**src/rtl/axi4_wr_arbiter_pkg.sv**
```systemverilog
// Shared AXI4 write-path widths and arbiter FSM state encoding.
package axi_parameters;

  localparam int unsigned ADDR_WIDTH = 32;
  localparam int unsigned DATA_WIDTH = 32;
  localparam int unsigned ID_W       = 9;
  localparam int unsigned BEAT_W     = 4;
  localparam int unsigned SIZE_W     = 3;
  localparam int unsigned BURST_W    = 2;
  localparam int unsigned RESP_W     = 2;

  typedef enum logic [1:0] {
    IDLE,
    ADDR,
    DATA,
    RESP
  } state_e;

endpackage

```
**src/rtl/axi4_wr_arbiter_rr_arbiter.sv**
```systemverilog
// Combinational round-robin pick: first requester after last_grant_i, wrapping.
module rr_arbiter #(
  parameter  int unsigned NUM_M = 2,
  localparam int unsigned GW    = $clog2(NUM_M)
) (
  input  logic [NUM_M-1:0] req_i,
  input  logic [GW-1:0]    last_grant_i,
  output logic [GW-1:0]    grant_idx_o,
  output logic             valid_o
);

  logic [GW-1:0] idx;

  always_comb begin
    grant_idx_o = '0;
    valid_o     = 1'b0;
    idx         = '0;
    for (int unsigned i = 1; i <= NUM_M; i++) begin
      idx = GW'((32'(last_grant_i) + i) % NUM_M);
      if (!valid_o && req_i[idx]) begin
        valid_o     = 1'b1;
        grant_idx_o = idx;
      end
    end
  end

endmodule

```
**src/rtl/axi4_wr_arbiter.sv**
```systemverilog
// Round-robin arbiter sharing one AXI4 write slave (AW/W/B) among NUM_M masters,
// one transaction in flight; the beat counter, not the master, defines WLAST.
module axi4_wr_arbiter
  import axi_parameters::*;
#(
  parameter  int unsigned NUM_M      = 2,
  parameter  int unsigned ADDR_WIDTH = axi_parameters::ADDR_WIDTH,
  parameter  int unsigned DATA_WIDTH = axi_parameters::DATA_WIDTH,
  localparam int unsigned GW         = $clog2(NUM_M),
  localparam int unsigned STRB_WIDTH = DATA_WIDTH / 8
) (
  input  logic                                  clk,
  input  logic                                  rst,
  input  logic [NUM_M-1:0][ID_W-1:0]            m_awid,
  input  logic [NUM_M-1:0][ADDR_WIDTH-1:0]      m_awaddr,
  input  logic [NUM_M-1:0][BEAT_W-1:0]          m_awlen,
  input  logic [NUM_M-1:0][SIZE_W-1:0]          m_awsize,
  input  logic [NUM_M-1:0][BURST_W-1:0]         m_awburst,
  input  logic [NUM_M-1:0]                      m_awvalid,
  output logic [NUM_M-1:0]                      m_awready,
  input  logic [NUM_M-1:0][ID_W-1:0]            m_wid,
  input  logic [NUM_M-1:0][DATA_WIDTH-1:0]      m_wdata,
  input  logic [NUM_M-1:0][STRB_WIDTH-1:0]      m_wstrb,
  input  logic [NUM_M-1:0]                      m_wlast,
  input  logic [NUM_M-1:0]                      m_wvalid,
  output logic [NUM_M-1:0]                      m_wready,
  output logic [ID_W-1:0]                       m_bid,
  output logic [RESP_W-1:0]                     m_bresp,
  output logic [NUM_M-1:0]                      m_bvalid,
  input  logic [NUM_M-1:0]                      m_bready,
  output logic [ID_W-1:0]                       s_awid,
  output logic [ADDR_WIDTH-1:0]                 s_awaddr,
  output logic [BEAT_W-1:0]                     s_awlen,
  output logic [SIZE_W-1:0]                     s_awsize,
  output logic [BURST_W-1:0]                    s_awburst,
  output logic                                  s_awvalid,
  input  logic                                  s_awready,
  output logic [ID_W-1:0]                       s_wid,
  output logic [DATA_WIDTH-1:0]                 s_wdata,
  output logic [STRB_WIDTH-1:0]                 s_wstrb,
  output logic                                  s_wlast,
  output logic                                  s_wvalid,
  input  logic                                  s_wready,
  input  logic [ID_W-1:0]                       s_bid,
  input  logic [RESP_W-1:0]                     s_bresp,
  input  logic                                  s_bvalid,
  output logic                                  s_bready,
  output logic [GW-1:0]                         grant,
  output logic                                  busy,
  output logic                                  wlast_err
);

  state_e            state_q;
  logic [GW-1:0]     grant_q;
  logic [GW-1:0]     last_grant_q;
  logic [BEAT_W-1:0] beat_cnt_q;
  logic              wlast_err_q;
  logic [GW-1:0]     arb_idx;
  logic              arb_valid;

  rr_arbiter #(.NUM_M(NUM_M)) u_rr (
    .req_i        (m_awvalid),
    .last_grant_i (last_grant_q),
    .grant_idx_o  (arb_idx),
    .valid_o      (arb_valid)
  );

  // Payload fields always follow the owner; only the handshakes are state-gated.
  assign s_awid    = m_awid[grant_q];
  assign s_awaddr  = m_awaddr[grant_q];
  assign s_awlen   = m_awlen[grant_q];
  assign s_awsize  = m_awsize[grant_q];
  assign s_awburst = m_awburst[grant_q];
  assign s_wid     = m_wid[grant_q];
  assign s_wdata   = m_wdata[grant_q];
  assign s_wstrb   = m_wstrb[grant_q];
  assign m_bid     = s_bid;
  assign m_bresp   = s_bresp;
  assign grant     = grant_q;
  assign busy      = !rst && (state_q != IDLE);
  assign wlast_err = wlast_err_q;

  always_comb begin
    m_awready = '0;
    m_wready  = '0;
    m_bvalid  = '0;
    s_awvalid = 1'b0;
    s_wvalid  = 1'b0;
    s_wlast   = 1'b0;
    s_bready  = 1'b0;
    if (!rst) begin
      unique case (state_q)
        ADDR: begin
          s_awvalid          = m_awvalid[grant_q];
          m_awready[grant_q] = s_awready;
        end
        DATA: begin
          s_wvalid          = m_wvalid[grant_q];
          s_wlast           = (beat_cnt_q == '0);
          m_wready[grant_q] = s_wready;
        end
        RESP: begin
          m_bvalid[grant_q] = s_bvalid;
          s_bready          = m_bready[grant_q];
        end
        default: ;
      endcase
    end
  end

  always_ff @(posedge clk) begin
    if (rst) begin
      state_q      <= IDLE;
      grant_q      <= '0;
      last_grant_q <= GW'(NUM_M - 1);
      beat_cnt_q   <= '0;
      wlast_err_q  <= 1'b0;
    end else begin
      wlast_err_q <= 1'b0;
      unique case (state_q)
        IDLE: begin
          if (arb_valid) begin
            grant_q <= arb_idx;
            state_q <= ADDR;
          end
        end
        ADDR: begin
          if (s_awvalid && s_awready) begin
            beat_cnt_q <= m_awlen[grant_q];
            state_q    <= DATA;
          end
        end
        DATA: begin
          if (s_wvalid && s_wready) begin
            wlast_err_q <= (m_wlast[grant_q] != (beat_cnt_q == '0));
            if (beat_cnt_q == '0) begin
              state_q <= RESP;
            end else begin
              beat_cnt_q <= beat_cnt_q - BEAT_W'(1);
            end
          end
        end
        RESP: begin
          if (s_bvalid && s_bready) begin
            last_grant_q <= grant_q;
            state_q      <= IDLE;
          end
        end
        default: state_q <= IDLE;
      endcase
    end
  end

endmodule

```
**config.mk**
```make
export PLATFORM = sky130hd
export DESIGN_NAME = axi4_wr_arbiter
export DESIGN_NICKNAME = d
export VERILOG_FILES = /design/src/rtl/axi4_wr_arbiter_pkg.sv /design/src/rtl/axi4_wr_arbiter_rr_arbiter.sv /design/src/rtl/axi4_wr_arbiter.sv
export SDC_FILE = /design/constraint.sdc
export NUM_CORES = 1
export LEC_CHECK = 0
export ABC_AREA = 1
export BUFFER_PORTS_ARGS = -buffer_cell sky130_fd_sc_hd__buf_2
export CAP_MARGIN = 30
export CORE_AREA = 2 2 129 131
export DETAILED_ROUTE_END_ITERATION = 8
export DIE_AREA = 0 0 131 133
export SYNTH_ARGS = -nofsm -noshare
export SYNTH_HDL_FRONTEND = slang
export SYNTH_SLANG_ARGS = --single-unit
```
**constraint.sdc**
```tcl
create_clock -name clk -period 1.5 [get_ports clk]
set_input_delay 0 -clock clk [delete_from_list [all_inputs] [get_ports clk]]
set_output_delay 0 -clock clk [all_outputs]
set_load 0.03 [all_outputs]
```
# Word-level counts from Yosys, hierarchy flattened
# Index checks and enable logic that the tools add are counted.
dict set report word_totals {
  romBits 0
  latch_bits 0
  reg_bits 9
  ramBits 0
  output_inout_bits 119
  memories 0
}
dict set report classes {
  div 0
  n_reduce_logical 17
  n_addsub 3
  n_mul 0
  n_eq_ne 10
  shifts 0
  bitwise_logic 5
  mux 58
  magnitude_cmp 4
}
# op n
set ops {}
lappend ops {{2-to-1 mux 32 bit} 4}
lappend ops {{2-to-1 mux 9 bit} 4}
lappend ops {{2-to-1 mux 4 bit} 7}
lappend ops {{2-to-1 mux 2 bit} 13}
lappend ops {{2-to-1 mux 1 bit} 25}
lappend ops {{!= test 2 bit (second input constant)} 6}
lappend ops {{one-hot mux 2 bit (4 select lines)} 1}
lappend ops {{one-hot mux 4 bit (2 select lines)} 1}
lappend ops {{AND 2 bit} 3}
lappend ops {{logical AND 1 bit} 6}
lappend ops {{less-than comparator 1 x 2 -> 1 bit (second input constant)} 3}
lappend ops {{2-to-1 mux 3 bit} 2}
lappend ops {{AND reduction 5 bit} 1}
lappend ops {{== test 2 bit (second input constant)} 2}
lappend ops {{logical NOT 4 bit} 1}
lappend ops {{AND reduction 2 bit} 2}
lappend ops {{AND reduction 4 bit} 1}
lappend ops {{nonzero test 2 bit} 2}
lappend ops {{subtractor 4 x 1 -> 4 bit (second input constant)} 1}
lappend ops {{OR reduction 3 bit} 1}
lappend ops {{adder 1 bit (second input constant)} 2}
lappend ops {{== test 2 x 1 -> 1 bit (second input constant)} 1}
lappend ops {{logical NOT 1 bit} 2}
lappend ops {{logical NOT 2 bit} 1}
lappend ops {{4 further kinds} 5}

# Depth between registers and ports, before layout
dict set report logic_depth {
  word_depth 9
  depth_mapped 11
  ltp_nobuf 11
}

# Cells and area by module
# A second synthesis with hierarchy kept.
dict set report unflattened {
  cells_unflattened 443
  area_unflattened_um2 2023.2
}
# module cells_each area_per_inst_um2 seq_area_each_um2 n_inst
set modules_own_cells {}
lappend modules_own_cells {axi4_wr_arbiter 440 2008.2 180.2 1}
lappend modules_own_cells {rr_arbiter 3 15.0 0.0 1}

# Worst setup path after synthesis
# OpenSTA, ideal clock, no wires.
dict set report synth_path {
  path_type {flip-flop to output port}
  startpoint {register grant_q, in the netlist grant}
  endpoint {output port m_awready[1]}
  t_arrival_ps 2053
  path_stages_with_launch 6
  setup_slack_ps -553
  cell_sequence {dfxtp_1 clkbuf_2 inv_1 buf_2 buf_4 nor4_1}
}
dict set report synth_via {
  elab_chain_len 7
  word_cells_on_any_way 8
}
# item line
set synth_lines {}
lappend synth_lines {{start, declared} axi4_wr_arbiter.sv:54} ;# logic [GW-1:0] grant_q;
lappend synth_lines {{start signal, assigned} axi4_wr_arbiter.sv:123} ;# grant_q <= arb_idx;
lappend synth_lines {{less-than comparator 1 x 2 -> 1 bit (not written as such) / >= comparator 1 bit (equally long branches)} axi4_wr_arbiter.sv:95} ;# m_awready[grant_q] = s_awready;
lappend synth_lines {{logical AND 1 bit (not written as such)} axi4_wr_arbiter.sv:95}
lappend synth_lines {{2-to-1 mux 1 bit (not written as such)} axi4_wr_arbiter.sv:95}
lappend synth_lines {{demux 1 bit (select 1 bit) (*)} axi4_wr_arbiter.sv:95}
lappend synth_lines {{AND 2 bit (no line) (*)} n/a}
lappend synth_lines {{2-to-1 mux 2 bit (*)} axi4_wr_arbiter.sv:92} ;# unique case (state_q)
lappend synth_lines {{2-to-1 mux 2 bit (*)} axi4_wr_arbiter.sv:91} ;# if (!rst) begin
lappend synth_lines {{end, declared} axi4_wr_arbiter.sv:20} ;# output logic [NUM_M-1:0] m_awready,
# Every way passes the cells marked *; elsewhere a longest branch is shown, timed or not.

# Final worst setup path
dict set report layout_path {
  startpoint {register state_q[1]}
  endpoint {output port s_bready}
}
dict set report layout_via {
  elab_chain_len 3
}
# item line
set layout_lines {}
lappend layout_lines {{start, declared} axi4_wr_arbiter.sv:53} ;# state_e state_q;
lappend layout_lines {{start signal, assigned} axi4_wr_arbiter.sv:113} ;# state_q <= IDLE;
lappend layout_lines {{start signal, assigned} axi4_wr_arbiter.sv:124} ;# state_q <= ADDR;
lappend layout_lines {{start signal, assigned} axi4_wr_arbiter.sv:130} ;# state_q <= DATA;
lappend layout_lines {{== test 2 bit} axi4_wr_arbiter.sv:92}
lappend layout_lines {{2-to-1 mux 1 bit} axi4_wr_arbiter.sv:92}
lappend layout_lines {{2-to-1 mux 1 bit} axi4_wr_arbiter.sv:91}
lappend layout_lines {{end, declared} axi4_wr_arbiter.sv:47} ;# output logic s_bready,
# Every way passes these cells.

==> impl_summary.txt <==
----------------------------------------------------
[Timing]
  Slew margin rel. ... 80.3%
  Worst Skew ... 0.00352 ns
  Min Clock Period, post-route ... 1.46 ns
  Worst setup margin ... 0.0400 ns
  Final count of negative-setup-slack endpoints ... 0
  Max frequency ... just under 700 MHz
  Pin slew with the least headroom to its limit ... 0.294 ns
  Sum Neg Setup Slack ... 0 ns
  Final hold vios ... 0
  Ratio of final minimum period to clock period ... around 97%
  Unrepaired setup endpoints after global routing ... true
  Number of pins exceeding their max-slew limit in the final report ... 0

[Route]
  Wirelength, routed ... about 12000 µm
  Drt pass-1 iters ... 6
  Drt wl/cell ... 12.0 µm
  Via-to-Cell Ratio ... ~3.8
  Via count of the routed design ... around 3600
  Starting DRT DRC Count ... 83
  DRC errors left ... 0
  Number of nets with antenna violations after detailed routing ... 0

[Finish]
  Layout overhead on the synthesized area ... 101%
  Share of final-layout standard cells stronger than drive strength 1 ... between 40 and 50%
  Final std cell area, no fill ... between 0.004 and 0.005 mm²
  Net count, final ... 960
  Post-Route Utilization ... roughly a quarter
  # fillers ... roughly 1900
  Area of combinational cells with multiple inputs ... 0.00166 mm²
  Flip-flop and latch area ... 189 µm²

[Clock network]
  Max Buffers Root-to-Sink ... 2
  H-tree depth ... 1
  Number of buffers inserted during clock tree synthesis ... 3
  Sinks on the clock net ... 9
  Worst-path clk slew ... 0.04 ns
  CTS tree ... built
  Number of hold buffers added after cts ... 0
  Worst-skew pair later-pin latency ... ~0.24 ns
  Root buffer selected by CTS ... sky130_fd_sc_hd__clkbuf_16

[Setup path]
  Max stage delay cell, worst path ... sky130_fd_sc_hd__dfxtp_4
  Worst setup EP type ... primary output
  Crit Path Max Fanout ... 4
  Critical Path AT ... 1.46 ns
  Critical path class ... flop to primary output
  Crit path top cell by count ... sky130_fd_sc_hd__nand2_1
  Crit start category ... flop
  Delay of the slowest cell on the worst path ... around 0.37 ns
  Critical path required time ... 1.50 ns
  Worst-path cell chain ... ha_2, nand2_1, nor2_2, buf_4, nand2_1, inv_1, buf_6

[Synth]
  Area of the mapped netlist ... 0.00203 mm²
  Dominant cells by area after synthesis ... sky130_fd_sc_hd__nand2_1, sky130_fd_sc_hd__dfxtp_1, sky130_fd_sc_hd__buf_4
  Count of unique library cells instantiated by Yosys ... 26
  Fraction of synthesized cell area taken by the top area cell type ... 58.9%
  Commonest cells in the netlist ... sky130_fd_sc_hd__nand2_1, sky130_fd_sc_hd__inv_1, sky130_fd_sc_hd__nor2_1, sky130_fd_sc_hd__buf_2, sky130_fd_sc_hd__buf_4
  Number of flip-flops and latches in the synthesized netlist ... 9
  Post-Syn Area per Cell ... 4.57 µm²
  Proportion of register bits with asynchronous set or reset after synthesis ... 0%
  Number of flops mapped to enable cells by yosys ... 0
  Most frequently used cell type in the post-synthesis netlist ... sky130_fd_sc_hd__nand2_1
  Dominant cell type by area after synthesis ... sky130_fd_sc_hd__nand2_1
  Nets in the synthesized netlist ... 663
  Portion of the post-synthesis area used by sequential elements ... 8.88%
  Most frequently used flop master after synthesis ... sky130_fd_sc_hd__dfxtp_1
  Yosys Warn Count ... 0
  Number of instances in the synthesized netlist ... ~440

[Place]
  Minimum setup slack after placement ... just over 0.04 ns
  Dpl hpwl ... ~9500 µm
  Total of buffers placed on input and output ports ... 310
  Standard cell area after detailed placement ... 0.00386 mm²
  Final GP Congestion ... 0.813

[Pwr]
  Power per unit of standard cell area ... 1090 mW/mm²
  Part of the total power dissipated in the clock network ... between 10% and 20%
  Total power ... roughly 4.4 mW
  Switching part of the total power ... 56.9%
  Net switching power of the design ... 2.53 mW
  Leakage ... around 2.7 nW
  Gate power share ... around 80%
  Worst IR Drop VDD ... between 400 and 500 µV
  Internal ... 1.91 mW
  Sequential Power Share ... 9.1%

[Global route]
  Pin count of the biggest net entering global routing ... between 60 and 70
  Number of antenna violations at the first check in global routing ... 1
  Gr ovfl total ... 0
  Vias in the first global route ... between 3000 and 4000
  First-pass GRT wire length ... 15600 µm
  Grt met2 use ... 22.5%
  Global routing usage summed across all routing layers ... 11.5%
  Most heavily used metal layer in global routing ... met2
  Global Route met3 Usage ... between 1.5 and 2%
  GR Layer Usage met1 ... between 10% and 20%

[Hold path]
  Class of the tightest hold or removal check ... input pin to primary output

[Floorplan]
  Horizontal die dimension ... 131 µm
  Number of ports placed on the die boundary ... 333
  Die Area ... 0.0174 mm²
  Vertical die dimension ... ~130 µm
  Initial core utilization ... 12.5%
  Num rows ... 47
  Core ar. ... 0.0162 mm²

[Job]
  Number of max-cap violations ... 0

[Outcome]
  Run status ... completed

----------------------------------------------------
sequential cells by signal (all words and copies together), names as in the netlist:
| signal | cells |
|---|---|
| beat_cnt_q | 4 |
| state_q | 2 |
| grant | 1 |
| last_grant_q | 1 |
| wlast_err | 1 |
power groups by stage:
stage / combinational (mW) / sequential, mW / clock, mW
global route: 3.91 / 0.417 / 0.507
global placement: 3.44 / 0.392 / 0
CTS: 3.51 / 0.398 / 0.488
floorplan: 2.33 / 0.381 / 0
finish: 3.56 / 0.405 / 0.480
detailed placement: 3.44 / 0.396 / 0
through the flow:
step / hold slack [ns] / cells
after floorplan: 0.0472 / 444
after detailed placement: 0.000205 / 952
final: 0.0000132 / 961
after global placement: 0.000205 / 952
after CTS: 0.000205 / 957
after global routing: 0.0000447 / 961
area by class of cell:
class | count | share of cell area, %
Clock buffer | 3 | 1.84
Timing Repair Buffer | 326 | 43.6
Antenna cell | 1 | 0.0615
Sequential cell | 9 | 4.64
Tap cell | 220 | 6.76
Multi-Input combinational cell | 378 | 40.7
Clock inverter | 1 | 0.123
Inverter | 23 | 2.30
logic make-up after synthesis:
family,after synthesis,share of synthesized area [%]
simple gates,362,70.5
xor+xnor,3,1.30
buf+inv,57,14.1
fa+ha+maj,5,3.08
compound gates,8,2.10
flops,9,8.88
path summary, 6_finish.rpt:
path,from,endpoint,slack (ns),depth (start not counted)
min,s_bid[2],m_bid[2],0.00001,0
max,state_q[1],s_bready,0.04,7
max reg2reg,state_q[1],state_q[1],0.10,10
min reg2reg,state_q[0],state_q[0],0.53,2
placed cells by master, fill, tap and decap left out, types with 2 or more instances in the layout:
cell type	n
sky130_fd_sc_hd__nor2_2	7
sky130_fd_sc_hd__clkbuf_16	3
sky130_fd_sc_hd__ha_2	2
sky130_fd_sc_hd__nand2_1	317
sky130_fd_sc_hd__nor3_4	2
sky130_fd_sc_hd__dfxtp_4	2
sky130_fd_sc_hd__buf_6	3
sky130_fd_sc_hd__dfxtp_1	6
sky130_fd_sc_hd__inv_1	18
sky130_fd_sc_hd__buf_12	3
sky130_fd_sc_hd__xnor2_1	2
sky130_fd_sc_hd__nand3_2	2
sky130_fd_sc_hd__o21ai_0	4
sky130_fd_sc_hd__nand2_2	4
sky130_fd_sc_hd__ha_1	2
sky130_fd_sc_hd__buf_2	306
sky130_fd_sc_hd__inv_2	3
sky130_fd_sc_hd__buf_4	12
sky130_fd_sc_hd__nand4_1	2
sky130_fd_sc_hd__nor2_1	14
sky130_fd_sc_hd__nand3_1	7
critical path, delay by kind of cell, from the launching register on:
family	cells	cell delay, ns
buffers and inverters	3	0.39
adder cells (fa/ha/maj)	1	0.20
flip-flops	1	0.37
AND/OR/NAND/NOR	3	0.27
repair_timing:
item | in CTS | in global routing
endpoints found under the setup margin | 5 | 13
pin swaps | 0 | 4
buffers inserted | 0 | 3
gates resized for setup | 11 | 17
gates cloned | 1 | 0
per-layer routing:
metal	share of wire, %	vias to the layer above
met5	0	-
met4	0.46	0
met3	9.8	6
met2	51	214
met1	39	1517
li1	-	1910
No activity file was read; power rests on OpenSTA's default activity.
